<file path="config.mk">
export PLATFORM = sky130hd
export DESIGN_NAME = clk_ratio_detector_flat
export DESIGN_NICKNAME = d
export VERILOG_FILES = /design/src/rtl/clk_ratio_detector_if.sv /design/src/rtl/clk_ratio_detector.sv /design/src/flat_wrapper.sv
export SDC_FILE = /design/constraint.sdc
export NUM_CORES = 1
export LEC_CHECK = 0
export ABC_AREA = 1
export CORE_MARGIN = 2
export CORE_UTILIZATION = 55
export DETAILED_ROUTE_END_ITERATION = 10
export PLACE_DENSITY = 0.78
export SYNTH_ARGS = -nofsm -noshare
export SYNTH_HDL_FRONTEND = slang
export SYNTH_SLANG_ARGS = --single-unit
</file>
<file path="constraint.sdc">
create_clock -name i_ref_clk -period 1.75 [get_ports i_ref_clk]
set_input_delay 0.525 -clock i_ref_clk [delete_from_list [all_inputs] [get_ports i_ref_clk]]
set_output_delay 0.525 -clock i_ref_clk [all_outputs]
set_load 0.03 [all_outputs]
</file>
<file path="src/rtl/clk_ratio_detector_if.sv">
// clk_ratio_detector_if
//   Groups the detector's enable, the clock under measurement and the
//   measurement results into one bundle.
//   master : drives i_en / i_meas_clk and observes the results (controller, bench)
//   slave  : the detector itself
//   i_en        detector enable
//   i_meas_clk  clock under measurement (asynchronous, sampled as data)
//   o_ratio     last measured period in reference cycles
//   o_high_cnt  last measured high-phase length in reference cycles
//   o_valid     one-cycle pulse when o_ratio / o_high_cnt update
//   o_locked    enough consecutive equal periods seen
//   o_timeout   no rising edge within MAX_RATIO cycles (sticky)
interface clk_ratio_detector_if;
  logic       i_en;
  logic       i_meas_clk;
  logic [7:0] o_ratio;
  logic [7:0] o_high_cnt;
  logic       o_valid;
  logic       o_locked;
  logic       o_timeout;

  modport master (
    output i_en, i_meas_clk,
    input  o_ratio, o_high_cnt, o_valid, o_locked, o_timeout
  );

  modport slave (
    input  i_en, i_meas_clk,
    output o_ratio, o_high_cnt, o_valid, o_locked, o_timeout
  );
endinterface

</file>
<file path="src/rtl/clk_ratio_detector.sv">
// clk_ratio_detector
//   Measures the period and high-phase length of a slow clock by sampling it
//   as data in the reference domain, and reports lock once LOCK_COUNT
//   consecutive periods agree.
//   i_ref_clk  reference clock (sole clock)
//   i_rst      synchronous, active-high reset
//   bus        clk_ratio_detector_if.slave (enable, measured clock, results)
module clk_ratio_detector #(
  parameter int unsigned MAX_RATIO  = 255,
  parameter int unsigned LOCK_COUNT = 4
) (
  input logic                 i_ref_clk,
  input logic                 i_rst,
  clk_ratio_detector_if.slave bus
);
  localparam logic [7:0] MAX_R  = 8'(MAX_RATIO);
  localparam logic [3:0] LOCK_C = 4'(LOCK_COUNT);

  typedef enum logic [1:0] {IDLE, ACQUIRE, MEASURE, LOCKED} state_t;

  state_t     state, state_nxt;
  logic [2:0] sync_pipe;  // [0]=s0, [1]=s1, [2]=s1_d
  logic       rise;
  logic [7:0] cnt, cnt_nxt;
  logic [7:0] hcnt, hcnt_nxt;
  logic [3:0] match, match_nxt, match_inc;
  logic [7:0] ratio, ratio_nxt;
  logic [7:0] high_cnt, high_nxt;
  logic       valid, valid_nxt;
  logic       locked, locked_nxt;
  logic       timeout, timeout_nxt;

  assign rise      = sync_pipe[1] & ~sync_pipe[2];
  assign match_inc = (match >= LOCK_C) ? LOCK_C : match + 4'd1;

  always_comb begin
    state_nxt   = state;
    cnt_nxt     = (cnt == MAX_R) ? cnt : cnt + 8'd1;
    hcnt_nxt    = (sync_pipe[1] && hcnt != MAX_R) ? hcnt + 8'd1 : hcnt;
    match_nxt   = match;
    ratio_nxt   = ratio;
    high_nxt    = high_cnt;
    valid_nxt   = 1'b0;
    locked_nxt  = locked;
    timeout_nxt = timeout;

    if (rise) begin
      cnt_nxt  = 8'd1;
      hcnt_nxt = 8'd1;
    end

    case (state)
      IDLE: begin
        cnt_nxt     = '0;
        hcnt_nxt    = '0;
        match_nxt   = '0;
        locked_nxt  = 1'b0;
        timeout_nxt = 1'b0;
        state_nxt   = ACQUIRE;
      end
      ACQUIRE: begin
        // First edge only aligns the counters; it closes no period.
        if (rise) begin
          state_nxt   = MEASURE;
          timeout_nxt = 1'b0;
        end
      end
      MEASURE, LOCKED: begin
        if (rise) begin
          ratio_nxt = cnt;
          high_nxt  = hcnt;
          valid_nxt = 1'b1;
          // match == 0 means no previous period since ACQUIRE.
          match_nxt = (match != '0 && cnt == ratio) ? match_inc : 4'd1;
          if (match_nxt == LOCK_C) begin
            state_nxt  = LOCKED;
            locked_nxt = 1'b1;
          end else begin
            state_nxt  = MEASURE;
            locked_nxt = 1'b0;
          end
        end else if (cnt == MAX_R) begin
          // An edge in the saturation cycle still counts as a measurement.
          state_nxt   = ACQUIRE;
          timeout_nxt = 1'b1;
          locked_nxt  = 1'b0;
          match_nxt   = '0;
        end
      end
      default: state_nxt = IDLE;
    endcase

    // Disable discards any partial measurement; results hold.
    if (!bus.i_en) begin
      state_nxt   = IDLE;
      cnt_nxt     = '0;
      hcnt_nxt    = '0;
      match_nxt   = '0;
      ratio_nxt   = ratio;
      high_nxt    = high_cnt;
      valid_nxt   = 1'b0;
      locked_nxt  = 1'b0;
      timeout_nxt = 1'b0;
    end
  end

  always_ff @(posedge i_ref_clk) begin
    if (i_rst) state <= IDLE;
    else       state <= state_nxt;
  end

  always_ff @(posedge i_ref_clk) begin
    if (i_rst) begin
      sync_pipe <= '0;
      cnt       <= '0;
      hcnt      <= '0;
      match     <= '0;
      ratio     <= '0;
      high_cnt  <= '0;
      valid     <= 1'b0;
      locked    <= 1'b0;
      timeout   <= 1'b0;
    end else begin
      sync_pipe <= {sync_pipe[1:0], bus.i_meas_clk};
      cnt       <= cnt_nxt;
      hcnt      <= hcnt_nxt;
      match     <= match_nxt;
      ratio     <= ratio_nxt;
      high_cnt  <= high_nxt;
      valid     <= valid_nxt;
      locked    <= locked_nxt;
      timeout   <= timeout_nxt;
    end
  end

  assign bus.o_ratio    = ratio;
  assign bus.o_high_cnt = high_cnt;
  assign bus.o_valid    = valid;
  assign bus.o_locked   = locked;
  assign bus.o_timeout  = timeout;
endmodule
</file>
<file path="src/flat_wrapper.sv">
// flat-port wrapper written by rule: the top's interface ports become plain ports
module clk_ratio_detector_flat 
#(
  parameter int unsigned MAX_RATIO  = 255,
  parameter int unsigned LOCK_COUNT = 4
)
  (i_ref_clk, i_rst, bus_i_en, bus_i_meas_clk, bus_o_ratio, bus_o_high_cnt, bus_o_valid, bus_o_locked, bus_o_timeout);
  clk_ratio_detector_if bus_i ();
  input logic i_ref_clk;
  input logic i_rst;
  input wire logic [$bits(bus_i.i_en)-1:0] bus_i_en;
  input wire logic [$bits(bus_i.i_meas_clk)-1:0] bus_i_meas_clk;
  output wire logic [$bits(bus_i.o_ratio)-1:0] bus_o_ratio;
  output wire logic [$bits(bus_i.o_high_cnt)-1:0] bus_o_high_cnt;
  output wire logic [$bits(bus_i.o_valid)-1:0] bus_o_valid;
  output wire logic [$bits(bus_i.o_locked)-1:0] bus_o_locked;
  output wire logic [$bits(bus_i.o_timeout)-1:0] bus_o_timeout;
  assign bus_i.i_en = bus_i_en;
  assign bus_i.i_meas_clk = bus_i_meas_clk;
  assign bus_o_ratio = bus_i.o_ratio;
  assign bus_o_high_cnt = bus_i.o_high_cnt;
  assign bus_o_valid = bus_i.o_valid;
  assign bus_o_locked = bus_i.o_locked;
  assign bus_o_timeout = bus_i.o_timeout;
  clk_ratio_detector #(.MAX_RATIO(MAX_RATIO), .LOCK_COUNT(LOCK_COUNT)) u_core (.i_ref_clk(i_ref_clk), .i_rst(i_rst), .bus(bus_i));
endmodule
</file>
==> results.toml <==
[routing]
vias_per_cell = 5.11
drt_iter0_markers = 91
final_antenna_net_count = 0
drtPass1Iterations = 4
drc = 0
vias = 1773
routed_wirelength_um = 4150
wire_per_inst_um = 12.0

[floorplanning]
core_um2 = 3610
ios = 23
die_w_um = 65.0
num_rows = 22
fp.dieH_um = 65.0
dieArea_um2 = 4220
start_util_pct = 56.7

[sta]
finalSetupViolations = 0
post-route-period-util_pct = 95.7
hold_viol_final = 0
period_minus_slack_ns = 1.68
tns_ns = 0
drv_slew = 0
rsz0062_at_grt = "yes"
fin_skew_ns = 0.0110
worst_slew_pin_slew_ns = 0.311
fmax_mhz = 597
slew_headroom_pct = 79.4

[min_path]
hold_path.class = "register to register"
min_from = "u_core.sync_pipe[0]$_SDFF_PP0_"

[finish]
drive_gt1_share_pct = 16.4
fillerInstances = 318
diodes = 0
syn_to_final_growth_pct = 22.7
final_cell_area_um2 = 2510
final_nets = 306
fin_util_pct = 69.6

[worst_setup_path]
reg2reg_setup_slack_ns = 0.15
critPathLaunch = "bus_i_en"
critPathLaunchType = "input pin"
critPathMaxFanout = 8
end_kind = "register"
setup.worst_path.class = "input pin to register"
critPathMostFrequentCell = "inv_2"
cp.required_ns = 1.98
worstPathCellList = "clkdlybuf4s50_1 > inv_2 > nor2_2 > inv_2 > a21oi_1 > inv_2 > nor2_4 > o21ai_0 > a31oi_1"
cp_slowest_stage_delay_ns = 0.47
worstPathBufferInverterCount = 4
critPathTopFamily = "buffers and inverters"
r2r_start = "u_core.cnt[1]$_SDFFE_PP0P_"
cp_slowest_cell = "clkdlybuf4s50_1"
arrival_ns = 1.90

[power_and_ir_drop]
power_w = 0.00185
powerDensity_nw_per_um2 = 738
ir_worst_vdd_mv = 0.489
leakage_nw = 1.14

[synth]
yosys_most_used_dff = "dfxtp_1"
synth_commonest_cells = "dfxtp_1, nand2_1, nor2_1, inv_1, a21oi_1"
yosysSeqAreaShare_pct = 43.1
ys_seq_elements = 44
netlist_top_cells_area = "dfxtp_1, nand2_1, nor2_1, a21oi_1, o21ai_0"
ys_types = 30
synth_area_um2 = 2040
yosysTopAreaCell = "dfxtp_1"
synth_cells = 261
synthArstFlopShare_pct = 0
syn-num-nets = 269
post-synth-top-count-cell = "dfxtp_1"
postSynthAreaPerCell_um2 = 7.83
synth-edff-count = 0
yosysWarnings = 0
synth_top_area_share_pct = 43.1

[cts]
numCtsBuffers = 5
insertion_delay_ns = 0.30
cts.htree.levels = 2
cts_root_buf = "clkbuf_8"
hold_buffers = 0
clk_path_buf_depth = 2
clk_pin_slew_ns = 0.08
cts_num_sinks = 44
cts_tree = "done"
post-cts-setup-buffer-count = 0

[global_route]
grt_usage_pct = 21.5
grt_overflow = 0
grt_pass1_wl_um = 7100
grt_max_degree = 17
grt_pass1_vias = 1690
antenna_found_initial = 0

[place]
dp_hpwl_um = 3090
placed_area_um2 = 2420
gp_congestion = 0.919
portBuffers = 22

[flow_run]
drv_cap = 0

[run_status]
status = "complete, no violations"
through the flow:
step / instances / hold slack, ns / setup slack [ns]
3_5_place_dp: 339 / 0.398 / -0.247
6_report: 347 / 0.405 / 0.0744
2_1_floorplan: 261 / 0.388 / 0.311
4_1_cts: 347 / 0.409 / 0.0753
3_3_place_gp: 339 / 0.392 / -0.196
5_1_grt: 347 / 0.420 / -0.00616
logic make-up after synthesis:
group / count (synthesis) / share of synthesized area, %
DFF: 44 / 43.1
AOI/OAI and AO/OA: 57 / 15.1
and+or+nand+nor: 102 / 25.7
xor gates and xnor gates: 12 / 5.14
buffers and inverters: 42 / 8.57
adders and majority gates: 4 / 2.45
worst paths after layout:
path,end,cells after the start
worst max-delay path,u_core.cnt[6]$_SDFFE_PP0P_,9
worst min-delay path,u_core.sync_pipe[1]$_SDFF_PP0_,2
worst max register to register,u_core.state[0]$_SDFFE_PP0P_,11
worst min register to register,u_core.sync_pipe[1]$_SDFF_PP0_,2
metal layers:
metal	vias to the layer above	global-route usage, %	wire [um]
met5	-	0	0
met4	0	9.84	90
met3	10	5.56	149
met2	32	37.1	2090
met1	824	24.7	1820
li1	907	-	-
flip-flops by register name, indices dropped and copies added (netlist names):
| name | flops |
|---|---|
| u_core.hcnt | 8 |
| u_core.bus.o_high_cnt | 8 |
| u_core.bus.o_timeout | 1 |
| u_core.cnt | 8 |
| u_core.state | 2 |
| u_core.match | 4 |
| u_core.sync_pipe | 3 |
| u_core.bus.o_valid | 1 |
| u_core.bus.o_locked | 1 |
| u_core.bus.o_ratio | 8 |
repair_timing:
item | in CTS | in global routing
pin swaps | 0 | 1
gates resized for setup | 19 | 3
setup endpoints to repair | 19 | 11
layout make-up:
class                      instances  area (um^2)  area share, %
multi-input combinational        175          988           39.4
sequential                        44          881           35.1
timing repair buffer              33          319           12.7
inverter                          39          153           6.08
clock buffer                       6         72.6           2.89
tap                               48         60.1           2.39
clock inverter                     2         35.0           1.40
tightest hold or removal path, cell delays in order (launching register included):
cell and delay, ns:
dfxtp_1 0.30, inv_1 0.04, nor2_1 0.03
layout by cell type (no fill, tap or decap), types with 3 or more instances in the layout:
| cell type | n |
|---|---|
| a21oi_1 | 23 |
| a21oi_2 | 5 |
| a31oi_1 | 3 |
| buf_12 | 3 |
| buf_4 | 8 |
| clkbuf_8 | 5 |
| dfxtp_1 | 44 |
| dlygate4sd2_1 | 19 |
| ha_1 | 4 |
| inv_1 | 28 |
| inv_2 | 8 |
| nand2_1 | 40 |
| nand2_2 | 4 |
| nand3_1 | 9 |
| nand4_1 | 5 |
| nor2_1 | 31 |
| nor2_4 | 3 |
| o21ai_0 | 20 |
| o21ai_1 | 6 |
| xnor2_1 | 7 |
| xor2_1 | 5 |
power breakdown:
part           leakage (nW)  switching [W]  internal (W)
logic                 0.730      0.0000454     0.0000314
registers             0.355     0.00000398       0.00101
clock network        0.0552       0.000340      0.000424
total                  1.14       0.000390       0.00146
Power figures use the tool's default switching activity.
